[config.mk]
export PLATFORM = sky130hd
export DESIGN_NAME = pb_pulse_generator
export DESIGN_NICKNAME = d
export VERILOG_FILES = /design/src/rtl/pb_pulse_generator.sv
export SDC_FILE = /design/constraint.sdc
export NUM_CORES = 1
export LEC_CHECK = 0
export CORE_MARGIN = 2
export CORE_UTILIZATION = 60
export DETAILED_ROUTE_END_ITERATION = 7
export MAX_ROUTING_LAYER = met4
export PLACE_DENSITY = 0.78
export SLEW_MARGIN = 10
export SYNTH_ARGS = -nofsm -noshare
export SYNTH_HDL_FRONTEND = slang
export SYNTH_SLANG_ARGS = --single-unit
export TNS_END_PERCENT = 1
[constraint.sdc]
create_clock -name clk -period 3.6 [get_ports clk]
set_input_delay 0.72 -clock clk [delete_from_list [all_inputs] [get_ports clk]]
set_output_delay 0.72 -clock clk [all_outputs]
set_load 0.01 [all_outputs]
[src/rtl/pb_pulse_generator.sv]
// Push-button front end: 2-flop synchronizer, debounce filter and a press/hold/auto-repeat
// state machine producing registered single-cycle strobes for the counter chain.
module pb_pulse_generator #(
  parameter int unsigned DEBOUNCE_CYCLES = 500000,
  parameter int unsigned HOLD_CYCLES     = 25000000,
  parameter int unsigned REPEAT_CYCLES   = 5000000
) (
  input  logic clk,
  input  logic rst,
  input  logic pb,
  output logic pb_level,
  output logic press_pulse,
  output logic release_pulse,
  output logic repeat_pulse,
  output logic step,
  output logic held
);

  localparam int unsigned DbW    = $clog2(DEBOUNCE_CYCLES + 1);
  localparam int unsigned TmrMax = (HOLD_CYCLES > REPEAT_CYCLES) ? HOLD_CYCLES : REPEAT_CYCLES;
  localparam int unsigned TmrW   = $clog2(TmrMax + 1);

  localparam logic [DbW-1:0]  DbLast   = DbW'(DEBOUNCE_CYCLES - 1);
  localparam logic [TmrW-1:0] HoldLast = TmrW'(HOLD_CYCLES - 1);
  localparam logic [TmrW-1:0] RepLast  = TmrW'(REPEAT_CYCLES - 1);

  typedef enum logic [1:0] {StIdle, StPressed, StRepeating} state_e;

  logic            s1_q, s2_q;
  logic [DbW-1:0]  db_cnt_q, db_cnt_d;
  logic            level_q, level_d;
  logic            rise, fall;
  state_e          state_q, state_d;
  logic [TmrW-1:0] tmr_q, tmr_d;
  logic            press_q, press_d;
  logic            release_q, release_d;
  logic            repeat_q, repeat_d;
  logic            step_q, held_q, held_d;

  // Debounce: the level flips on the edge the mismatch count would reach DEBOUNCE_CYCLES.
  always_comb begin
    level_d  = level_q;
    db_cnt_d = '0;
    if (s2_q != level_q) begin
      if (db_cnt_q == DbLast) begin
        level_d = ~level_q;
      end else begin
        db_cnt_d = db_cnt_q + DbW'(1);
      end
    end
  end

  assign rise = level_d & ~level_q;
  assign fall = ~level_d & level_q;

  // Strobes react to the debounced edge in the same cycle the level changes.
  always_comb begin
    state_d   = state_q;
    tmr_d     = tmr_q;
    press_d   = 1'b0;
    release_d = 1'b0;
    repeat_d  = 1'b0;
    if (fall) begin
      // Release takes priority over any timer expiry on the same edge.
      state_d   = StIdle;
      tmr_d     = '0;
      release_d = 1'b1;
    end else begin
      unique case (state_q)
        StIdle: begin
          if (rise) begin
            press_d = 1'b1;
            state_d = StPressed;
            tmr_d   = '0;
          end
        end
        StPressed: begin
          if (tmr_q == HoldLast) begin
            repeat_d = 1'b1;
            state_d  = StRepeating;
            tmr_d    = '0;
          end else begin
            tmr_d = tmr_q + TmrW'(1);
          end
        end
        StRepeating: begin
          if (tmr_q == RepLast) begin
            repeat_d = 1'b1;
            tmr_d    = '0;
          end else begin
            tmr_d = tmr_q + TmrW'(1);
          end
        end
        default: begin
          state_d = StIdle;
          tmr_d   = '0;
        end
      endcase
    end
    held_d = (state_d == StRepeating);
  end

  always_ff @(posedge clk) begin
    if (rst) begin
      s1_q      <= 1'b0;
      s2_q      <= 1'b0;
      db_cnt_q  <= '0;
      level_q   <= 1'b0;
      state_q   <= StIdle;
      tmr_q     <= '0;
      press_q   <= 1'b0;
      release_q <= 1'b0;
      repeat_q  <= 1'b0;
      step_q    <= 1'b0;
      held_q    <= 1'b0;
    end else begin
      s1_q      <= pb;
      s2_q      <= s1_q;
      db_cnt_q  <= db_cnt_d;
      level_q   <= level_d;
      state_q   <= state_d;
      tmr_q     <= tmr_d;
      press_q   <= press_d;
      release_q <= release_d;
      repeat_q  <= repeat_d;
      step_q    <= press_d | repeat_d;
      held_q    <= held_d;
    end
  end

  assign pb_level      = level_q;
  assign press_pulse   = press_q;
  assign release_pulse = release_q;
  assign repeat_pulse  = repeat_q;
  assign step          = step_q;
  assign held          = held_q;

endmodule

# Yosys cells after proc, flatten, opt, wreduce, memory -nomap -nowiden
# Index checks and enable logic that the tools add are counted.
# word_totals
input_bits	3
ff_bits	54
# classes
n_mux	18
n_addsub	2
reduce_logical	3
eq_ne	8
bitwise	6
# op_table
cell	n
2-to-1 mux 25 bit	3
case mux 25 bit (3 select lines)	1
adder 25 x 1 -> 25 bit (second input constant)	1
equality test 25 x 23 -> 1 bit (second input constant)	1
equality test 25 bit (second input constant)	1
adder 19 x 1 -> 19 bit (second input constant)	1
equality test 19 bit (second input constant)	1
2-to-1 mux 1 bit	9
2-to-1 mux 2 bit	3
case mux 2 bit (3 select lines)	1
equality test 2 bit (second input constant)	2
NOT 1 bit	3
OR reduction 3 bit	1
bitwise AND 1 bit	2
equality test 2 x 1 -> 1 bit (second input constant)	1
logical NOT 2 bit	1
inequality test 2 bit (second input constant)	1
case mux 1 bit (2 select lines)	1
OR reduction 2 bit	1
inequality test 1 bit	1
bitwise OR 1 bit	1

# Logic depth before layout (Yosys ltp)
# Gate-level depths: netlist (run 1).
# depth
ltp_word	8
mapped_depth	9

# Worst setup path after synthesis (run 1)
# No wires, ideal clock.
# synth_path
path_type	reg2reg
startpoint	reg tmr_q[15]
endpoint	reg tmr_q[2]
arrival_ns	2.455
stages_incl_launch_ff	8
setup_slack_ns	1.023
cell_sequence	dfxtp_1 -> or4b_1 -> or4_4 -> o41ai_4 -> a211oi_2 -> and2_1 -> buf_6 -> a221o_1
# synth_via
elab_chain_len	3
# synth_rtl
item	line_no	rtl
start, declared	34	logic [TmrW-1:0] tmr_q, tmr_d;
start signal, assigned	122	tmr_q <= tmr_d;
equality test 25 x 23 -> 1 bit / equality test 25 bit (equally long branches)	87, 78	
2-to-1 mux 25 bit, on equally long branches	87, 78	
case mux 25 bit (3 select lines) *	69	unique case (state_q)
# Every way passes the cells marked *; elsewhere a longest branch is shown, timed or not.
# A chain may end at the register's enable or synchronous reset.

# Worst setup path after layout (run 1)
# layout_path
startpoint	reg tmr_q[0]
endpoint	reg tmr_q[2]
# layout_via
elab_chain_len	3
# layout_rtl
item	line_no
adder 25 x 1 -> 25 bit (tied with other cells)	83, 91
2-to-1 mux 25 bit, on equally long branches	87, 78
case mux 25 bit (3 select lines) *	69
# Marked as above.

==> tab_implementation.tex, run 1 <==
\begin{tabular}{lr}
\hline
Metric & Value \\
\hline
\multicolumn{2}{l}{\textbf{STA}} \\
\quad Max Transition Viols Final & 0 \\
\quad Final critical-path setup slack & 0.8065 ns \\
\quad Setup tns final & 0 ns \\
\quad Final period utilization & 0.7760 \\
\quad Slew headroom & 0.5704 \\
\quad Worst hold slack after final layout & 0.4718 ns \\
\quad Max Freq & 0.3580 GHz \\
\quad Final number of hold-violating endpoints & 0 \\
\quad Final count of negative-setup-slack endpoints & 0 \\
\quad Slew of the pin with the lowest slew margin & 0.6420 ns \\
\quad Clock Skew & 0.008209 ns \\
\quad Post-layout minimum cycle time & 2.794 ns \\
\quad RSZ-0062 raised after global routing & no \\
\multicolumn{2}{l}{\textbf{Power and ir drop}} \\
\quad Switching Fraction & 0.2148 \\
\quad Net switching component of the power & 208.4 uW \\
\quad Worst IR Drop VDD & 0.1837 mV \\
\quad Static Leak & 0.9700 nW \\
\quad Sum of internal, switching and leakage power & 969.9 uW \\
\quad Total internal power & 761.5 uW \\
\quad Clk pwr share & 0.362 \\
\quad Fraction of power consumed by combinational cells & 0.020 \\
\quad Part of the total power dissipated in sequential elements & 0.618 \\
\quad Cell area power density & 340.4 nW/um2 \\
\multicolumn{2}{l}{\textbf{Global route}} \\
\quad Via count of the first global-routing pass & 1855 \\
\quad Wire length of the first global-routing pass & 8673 um \\
\quad Pin count of the biggest net entering global routing & 19 \\
\quad Number of antenna violations at the first check in global routing & 0 \\
\quad Total track usage & 0.2252 \\
\quad Overflow after GRT & 0 \\
\multicolumn{2}{l}{\textbf{Route}} \\
\quad Number of design rule violations left after detail routing & 0 \\
\quad First DRT Iteration DRCs & 137 \\
\quad Aggregate routed wire length & 5211 um \\
\quad Total iterations of the first detailed-routing run & 4 \\
\quad Mean routed wirelength per cell & 14.16 um \\
\quad Residual antenna-violating net count after detailed routing & 0 \\
\quad Overall via count from detail\_route & 2124 \\
\quad Avg Vias per Cell & 5.772 \\
\multicolumn{2}{l}{\textbf{Placement}} \\
\quad Dpl hpwl & 3725 um \\
\quad Setup WS pre-CTS & 0.8632 ns \\
\quad Global placement routability congestion & 0.8875 \\
\quad Port Buffer Count & 8 \\
\quad Dpl cell area & 2754 um2 \\
\quad Number of cells after detailed placement & 360 \\
\multicolumn{2}{l}{\textbf{Worst setup path}} \\
\quad WP buf/inv & 0 \\
\quad Sequence of cells on the critical path & ha\_1, nand2\_1, or4\_4, o41ai\_4, a211oi\_2, and2\_1, a221o\_1 \\
\quad Category of the critical setup timing path & register to register \\
\quad Required time of the critical path & 3.80 ns \\
\quad Cell type group with the largest total delay on the critical path & compound AO/OA/AOI/OAI gates \\
\quad WP data arrival & 2.99 ns \\
\quad Nature of the critical path endpoint & register \\
\quad Slowest cell on the critical path & sky130\_fd\_sc\_hd\_\_or4\_4 \\
\quad Worst-path maximum fanout & 10 \\
\quad Delay of the slowest critical-path stage & 0.56 ns \\
\quad Critical register-to-register path startpoint & tmr\_q[0] \\
\quad Worst R2R End & tmr\_q[2] \\
\quad Crit start category & register \\
\quad Worst Setup SP & tmr\_q[0] \\
\quad R2R setup slack & 0.81 ns \\
\quad Worst reg2reg path depth & 7 \\
\multicolumn{2}{l}{\textbf{Floorplanning}} \\
\quad Effective utilization at floorplan & 0.6104 \\
\quad I/O pin total & 9 \\
\quad Number of cell rows & 24 \\
\quad Core area & 4294 um2 \\
\quad Height of the die & 70.10 um \\
\quad Overall die area & 4913 um2 \\
\quad Die width & 70.10 um \\
\multicolumn{2}{l}{\textbf{Clock network}} \\
\quad Number of setup buffers added after CTS & 0 \\
\quad Clock latency on the worst-skew pair & 0.31 ns \\
\quad Cts repair resizes & 0 \\
\quad H-tree depth & 2 \\
\quad CTS buffer count & 5 \\
\quad Cts-stage hold buffer count & 0 \\
\quad Clock root cell & sky130\_fd\_sc\_hd\_\_clkbuf\_8 \\
\quad TritonCTS clock tree & built \\
\quad Maximum clock path buffer count & 2 \\
\quad Clock transition at the registers of the reported paths & 0.10 ns \\
\quad CTS sink count & 54 \\
\multicolumn{2}{l}{\textbf{Cells and area}} \\
\quad Largest registers ranked by flip-flop count & tmr\_q x25, db\_cnt\_q x19, state\_q x2 \\
\quad Commonest non-fill, non-tap cells in the layout & 54 x sky130\_fd\_sc\_hd\_\_nor2\_1, 54 x sky130\_fd\_sc\_hd\_\_dfxtp\_1, 28 x sky130\_fd\_sc\_hd\_\_nand2\_1, 17 x sky130\_fd\_sc\_hd\_\_xnor2\_1, 15 x sky130\_fd\_sc\_hd\_\_nand3\_1 \\
\quad Number of flip-flops under the largest register name & 25 \\
\quad Ratio of cells with drive above 1 in the final layout & 0.08861 \\
\quad Layout overhead on the synthesized area & 8.687\% \\
\quad Finished Layout Cells & 368 \\
\quad Largest Register & tmr\_q \\
\quad Area taken by multi-input logic gates & 1498 um2 \\
\quad Net count reported at finish & 324 \\
\quad Fill cell count & 374 \\
\quad Post-layout util & 0.6635 \\
\quad Summed area of non-filler cells in the final layout & 2849 um2 \\
\quad \# diodes & 0 \\
\quad Register cell area after layout & 1081 um2 \\
\multicolumn{2}{l}{\textbf{Synthesis}} \\
\quad Area of the mapped netlist & 2621 um2 \\
\quad Share of flip-flops with an asynchronous set or reset & 0 \\
\quad FF+latch count, synth & 54 \\
\quad Synth Warn \# & 0 \\
\quad Post-synthesis sequential area ratio & 0.4124 \\
\quad Post-synth EDFFs & 0 \\
\quad Net count after synthesis & 312 \\
\quad Top flip-flop cell by instance count after synthesis & sky130\_fd\_sc\_hd\_\_dfxtp\_1 \\
\quad Average cell area after synthesis & 8.651 um2 \\
\quad Synth Instances & 303 \\
\quad Unique masters post-synth & 44 \\
\multicolumn{2}{l}{\textbf{Run status}} \\
\quad Result of the run & finished, final reports clean \\
\multicolumn{2}{l}{\textbf{Worst hold path}} \\
\quad Hold Path Origin & s1\_q \\
\quad Worst-case hold path end point & s2\_q \\
\quad Number of stages on the worst hold path & 1 \\
\quad Tightest Hold Check Type & register to register \\
\multicolumn{2}{l}{\textbf{Job}} \\
\quad Number of maximum-capacitance violations & 0 \\
\hline
\end{tabular}
-- final cells by class --
cell class | instances | area share
Multi-Input combinational cell | 240 | 0.5257
Sequential cell | 54 | 0.3794
Timing Repair Buffer | 10 | 0.03338
Clock buffer | 6 | 0.02899
Tap cell | 52 | 0.02284
Inverter | 4 | 0.005270
Clock inverter | 2 | 0.004392
-- how the worst max path moves through the flow --
| stage | cells past startpoint | endpoint | slack, ns |
|---|---|---|---|
| global placement | 7 | tmr_q[2] | 0.89 |
| global route | 7 | tmr_q[2] | 0.69 |
| finish | 7 | tmr_q[2] | 0.81 |
| detailed placement | 6 | tmr_q[2] | 0.86 |
| floorplan | 7 | tmr_q[2] | 1.02 |
| CTS | 6 | tmr_q[2] | 0.84 |
-- power by group through the flow --
stage	sequential, mW	clock [mW]	combinational [mW]
global route	0.599	0.379	0.0214
global placement	0.613	0	0.0188
finish	0.599	0.352	0.0192
floorplan	0.613	0	0.0128
CTS	0.599	0.359	0.0192
detailed placement	0.613	0	0.0191
-- Yosys cell counts, types with 4 or more instances --
cell type | n | area [um2]
sky130_fd_sc_hd__a21o_2 | 8 | 70.07
sky130_fd_sc_hd__a21oi_1 | 5 | 25.02
sky130_fd_sc_hd__a22o_1 | 9 | 78.83
sky130_fd_sc_hd__and2_1 | 4 | 25.02
sky130_fd_sc_hd__and3_1 | 8 | 50.05
sky130_fd_sc_hd__dfxtp_1 | 54 | 1081
sky130_fd_sc_hd__ha_1 | 6 | 75.07
sky130_fd_sc_hd__inv_1 | 4 | 15.01
sky130_fd_sc_hd__nand2_1 | 28 | 105.1
sky130_fd_sc_hd__nand3_1 | 15 | 75.07
sky130_fd_sc_hd__nand4_1 | 13 | 81.33
sky130_fd_sc_hd__nor2_1 | 54 | 202.7
sky130_fd_sc_hd__nor2b_1 | 4 | 25.02
sky130_fd_sc_hd__nor3_1 | 11 | 55.05
sky130_fd_sc_hd__nor4_1 | 8 | 50.05
sky130_fd_sc_hd__nor4b_1 | 4 | 35.03
sky130_fd_sc_hd__or2_2 | 4 | 25.02
sky130_fd_sc_hd__or3_1 | 4 | 25.02
sky130_fd_sc_hd__xnor2_1 | 17 | 148.9
sky130_fd_sc_hd__xor2_1 | 13 | 113.9
-- worst register-to-register path, stage by stage (launching register included) --
cell and delay (ns):
sky130_fd_sc_hd__dfxtp_1 0.44, sky130_fd_sc_hd__ha_1 0.28, sky130_fd_sc_hd__nand2_1 0.09, sky130_fd_sc_hd__or4_4 0.56, sky130_fd_sc_hd__o41ai_4 0.44, sky130_fd_sc_hd__a211oi_2 0.24
sky130_fd_sc_hd__and2_1 0.32, sky130_fd_sc_hd__a221o_1 0.32
-- layer usage --
metal	vias to the layer above	share of wire	global-route usage	wire [um]
met5	-	0	-	0
li1	1096	-	-	-
met1	978	0.50	0.3045	2625
met2	42	0.44	0.3270	2292
met3	8	0.040	0.05195	210
met4	0	0.016	0.08974	82
-- cells by family after synthesis --
logic type      synth area share
fa+ha+maj                0.02864
simple gates              0.3236
buf+inv                  0.01622
compound gates            0.1150
mux                     0.003819
xor+xnor                  0.1002
flops                     0.4124
Note: power is estimated with default switching activity, not from simulation.
==> run 2, diff against run 1 <==
--- a/config.mk
+++ b/config.mk
@@ -6,10 +6,10 @@
 export NUM_CORES = 1
 export LEC_CHECK = 0
 export CORE_MARGIN = 2
-export CORE_UTILIZATION = 60
+export CORE_UTILIZATION = 54
 export DETAILED_ROUTE_END_ITERATION = 7
 export MAX_ROUTING_LAYER = met4
-export PLACE_DENSITY = 0.78
+export PLACE_DENSITY = 0.74
 export SLEW_MARGIN = 10
 export SYNTH_ARGS = -nofsm -noshare
 export SYNTH_HDL_FRONTEND = slang
==> constraint.sdc (replaced) <==
create_clock -name clk -period 2.4 [get_ports clk]
set_input_delay 0.48 -clock clk [delete_from_list [all_inputs] [get_ports clk]]
set_output_delay 0.48 -clock clk [all_outputs]
set_load 0.01 [all_outputs]
==> run 2 against run 1 <==
Against the previous run: final cell count rose by 8.4%; core utilization increased by 0.61 points; largest cell class unchanged; the flow now finishes with violations (setup timing); first-iteration DRC count up 36%.
==> tab_implementation.tex, run 2 (same netlist as run 1, synthesis figures left out) <==
\begin{tabular}{lr}
\hline
Metric & Value \\
\hline
\multicolumn{2}{l}{\textbf{Power and ir drop}} \\
\quad Worst IR Drop VDD & 0.2912 mV \\
\quad Sum of internal, switching and leakage power & 1.567 mW \\
\quad Total internal power & 1.230 mW \\
\quad Static Leak & 1.137 nW \\
\quad Cell area power density & 498.8 nW/um2 \\
\quad Switching Fraction & 0.2149 \\
\quad Net switching component of the power & 336.7 uW \\
\quad Clk pwr share & 0.405 \\
\quad Part of the total power dissipated in sequential elements & 0.574 \\
\quad Fraction of power consumed by combinational cells & 0.021 \\
\multicolumn{2}{l}{\textbf{STA}} \\
\quad Max Freq & 0.4081 GHz \\
\quad Max Transition Viols Final & 0 \\
\quad Final count of negative-setup-slack endpoints & 17 \\
\quad Final number of hold-violating endpoints & 0 \\
\quad Worst hold slack after final layout & 0.4660 ns \\
\quad Slew headroom & 0.6006 \\
\quad Post-layout minimum cycle time & 2.450 ns \\
\quad Final critical-path setup slack & -0.05044 ns \\
\quad Final period utilization & 1.021 \\
\quad Slew of the pin with the lowest slew margin & 0.5969 ns \\
\quad Clock Skew & 0.01323 ns \\
\quad RSZ-0062 raised after global routing & yes \\
\multicolumn{2}{l}{\textbf{Route}} \\
\quad First DRT Iteration DRCs & 186 \\
\quad Aggregate routed wire length & 5764 um \\
\quad Overall via count from detail\_route & 2244 \\
\quad Mean routed wirelength per cell & 14.45 um \\
\quad Avg Vias per Cell & 5.624 \\
\quad Total iterations of the first detailed-routing run & 4 \\
\quad Number of design rule violations left after detail routing & 0 \\
\quad Residual antenna-violating net count after detailed routing & 0 \\
\multicolumn{2}{l}{\textbf{Run status}} \\
\quad Result of the run & finished with violations \\
\quad Failing checks & setup timing \\
\multicolumn{2}{l}{\textbf{Worst setup path}} \\
\quad Slowest cell on the critical path & sky130\_fd\_sc\_hd\_\_or4b\_1 \\
\quad Crit start category & register \\
\quad Category of the critical setup timing path & register to register \\
\quad Critical register-to-register path startpoint & tmr\_q[15] \\
\quad Delay of the slowest critical-path stage & 0.52 ns \\
\quad Worst R2R End & tmr\_q[19] \\
\quad Worst-path maximum fanout & 5 \\
\quad Required time of the critical path & 2.60 ns \\
\quad Worst reg2reg path depth & 7 \\
\quad Sequence of cells on the critical path & or4b\_1, or4\_4, o41ai\_4, a211oi\_4, buf\_12, a21o\_2, a22o\_1 \\
\quad Nature of the critical path endpoint & register \\
\quad WP data arrival & 2.65 ns \\
\quad R2R setup slack & -0.05 ns \\
\multicolumn{2}{l}{\textbf{Cells and area}} \\
\quad Finished Layout Cells & 399 \\
\quad Net count reported at finish & 353 \\
\quad Ratio of cells with drive above 1 in the final layout & 0.1739 \\
\quad Layout overhead on the synthesized area & 19.86\% \\
\quad Number of flip-flops under the largest register name & 25 \\
\quad Fill cell count & 398 \\
\quad \# diodes & 0 \\
\quad Largest registers ranked by flip-flop count & tmr\_q x25, db\_cnt\_q x19, state\_q x2 \\
\quad Commonest non-fill, non-tap cells in the layout & 54 x sky130\_fd\_sc\_hd\_\_nor2\_1, 54 x sky130\_fd\_sc\_hd\_\_dfxtp\_1, 30 x sky130\_fd\_sc\_hd\_\_buf\_4, 28 x sky130\_fd\_sc\_hd\_\_nand2\_1, 17 x sky130\_fd\_sc\_hd\_\_xnor2\_1 \\
\quad Largest Register & tmr\_q \\
\multicolumn{2}{l}{\textbf{Worst hold path}} \\
\quad Tightest Hold Check Type & register to register \\
\quad Hold Path Origin & s1\_q \\
\quad Worst-case hold path end point & s2\_q \\
\quad Number of stages on the worst hold path & 1 \\
\multicolumn{2}{l}{\textbf{Clock network}} \\
\quad CTS buffer count & 5 \\
\quad Clock root cell & sky130\_fd\_sc\_hd\_\_clkbuf\_8 \\
\quad H-tree depth & 2 \\
\quad Clock transition at the registers of the reported paths & 0.10 ns \\
\quad TritonCTS clock tree & built \\
\quad Maximum clock path buffer count & 2 \\
\quad Cts-stage hold buffer count & 0 \\
\quad Clock latency on the worst-skew pair & 0.31 ns \\
\quad CTS sink count & 54 \\
\multicolumn{2}{l}{\textbf{Global route}} \\
\quad Overflow after GRT & 0 \\
\quad Wire length of the first global-routing pass & 9894 um \\
\quad Total track usage & 0.2405 \\
\quad Number of antenna violations at the first check in global routing & 0 \\
\quad Via count of the first global-routing pass & 2133 \\
\quad Pin count of the biggest net entering global routing & 19 \\
\multicolumn{2}{l}{\textbf{Placement}} \\
\quad Number of cells after detailed placement & 391 \\
\quad Dpl hpwl & 4218 um \\
\quad Port Buffer Count & 8 \\
\quad Global placement routability congestion & 0.8961 \\
\multicolumn{2}{l}{\textbf{Floorplanning}} \\
\quad Overall die area & 5427 um2 \\
\quad Number of cell rows & 25 \\
\quad Height of the die & 73.67 um \\
\quad I/O pin total & 9 \\
\quad Core area & 4692 um2 \\
\quad Die width & 73.67 um \\
\quad Effective utilization at floorplan & 0.5587 \\
\multicolumn{2}{l}{\textbf{Job}} \\
\quad Number of maximum-capacitance violations & 0 \\
\hline
\end{tabular}
==> run 2: cell types whose count changed in the layout (fill, tap and decap cells not counted), sizes merged <==
cell	before	now
buf	2	31
bufinv	0	1
clkbuf	6	5
clkinvlp	1	0
inv	4	5
==> run 2: power groups by stage <==
stage | logic [mW] | registers, mW | clock network [mW]
after floorplan | 0.0195 | 0.919 | 0
after global placement | 0.0331 | 0.919 | 0
after detailed placement | 0.0339 | 0.920 | 0
after CTS | 0.0340 | 0.899 | 0.647
after global routing | 0.0374 | 0.899 | 0.678
final | 0.0337 | 0.899 | 0.635
==> run 2: repair_timing <==
action	CTS	global route
pin swaps	0	2
gates resized for setup	1	3
buffers inserted	0	0
endpoints found under the setup margin	18	26
==> run 2: how the worst max path moves through the flow <==
stage | cells past startpoint | startpoint | slack (ns) | endpoint
2_1_floorplan | 7 | tmr_q[15] | -0.05 | tmr_q[2]
3_3_place_gp | 6 | tmr_q[15] | -0.01 | tmr_q[2]
3_5_place_dp | 6 | tmr_q[15] | -0.05 | tmr_q[2]
4_1_cts | 7 | tmr_q[15] | -0.04 | tmr_q[19]
5_1_grt | 8 | tmr_q[15] | -0.16 | tmr_q[15]
6_report | 7 | tmr_q[15] | -0.05 | tmr_q[19]
==> run 2: metal layers <==
metal  vias to the layer above  global-route usage  share of wire
met2                        41              0.3780           0.47
met5                         -                   -              0
met3                         4             0.04390          0.042
met4                         0             0.06465         0.0088
met1                      1053              0.3188           0.48
li1                       1146                   -              -
==> run 2: stage by stage <==
step	worst slack [ns]	util	TNS, ns	instance area [um2]
final	-0.05044	0.6696	-0.3400	3142
after global routing	-0.1583	0.6696	-2.788	3142
after CTS	-0.04201	0.6661	-0.2632	3126
after detailed placement	-0.05121	0.6411	-0.1380	3008
after global placement	-0.01145	0.6411	-0.01145	3008
after floorplan	-0.04671	-	-0.04671	2643
==> run 2: critical path: cells and delay by family (launching register included) <==
kind,cells,cell delay (ns)
compound gates,4,0.89
buf+inv,1,0.16
simple gates,2,0.99
flops,1,0.31
==> run 2: final cells by class <==
type                       instances  area (um2)  share of cell area
multi-input combinational        240        1536              0.4890
sequential                        54        1081              0.3441
timing repair buffer              39       325.3              0.1035
clock buffer                       5       68.82             0.02190
tap                               54       67.56             0.02151
clock inverter                     3       47.55             0.01513
inverter                           4       15.01            0.004779
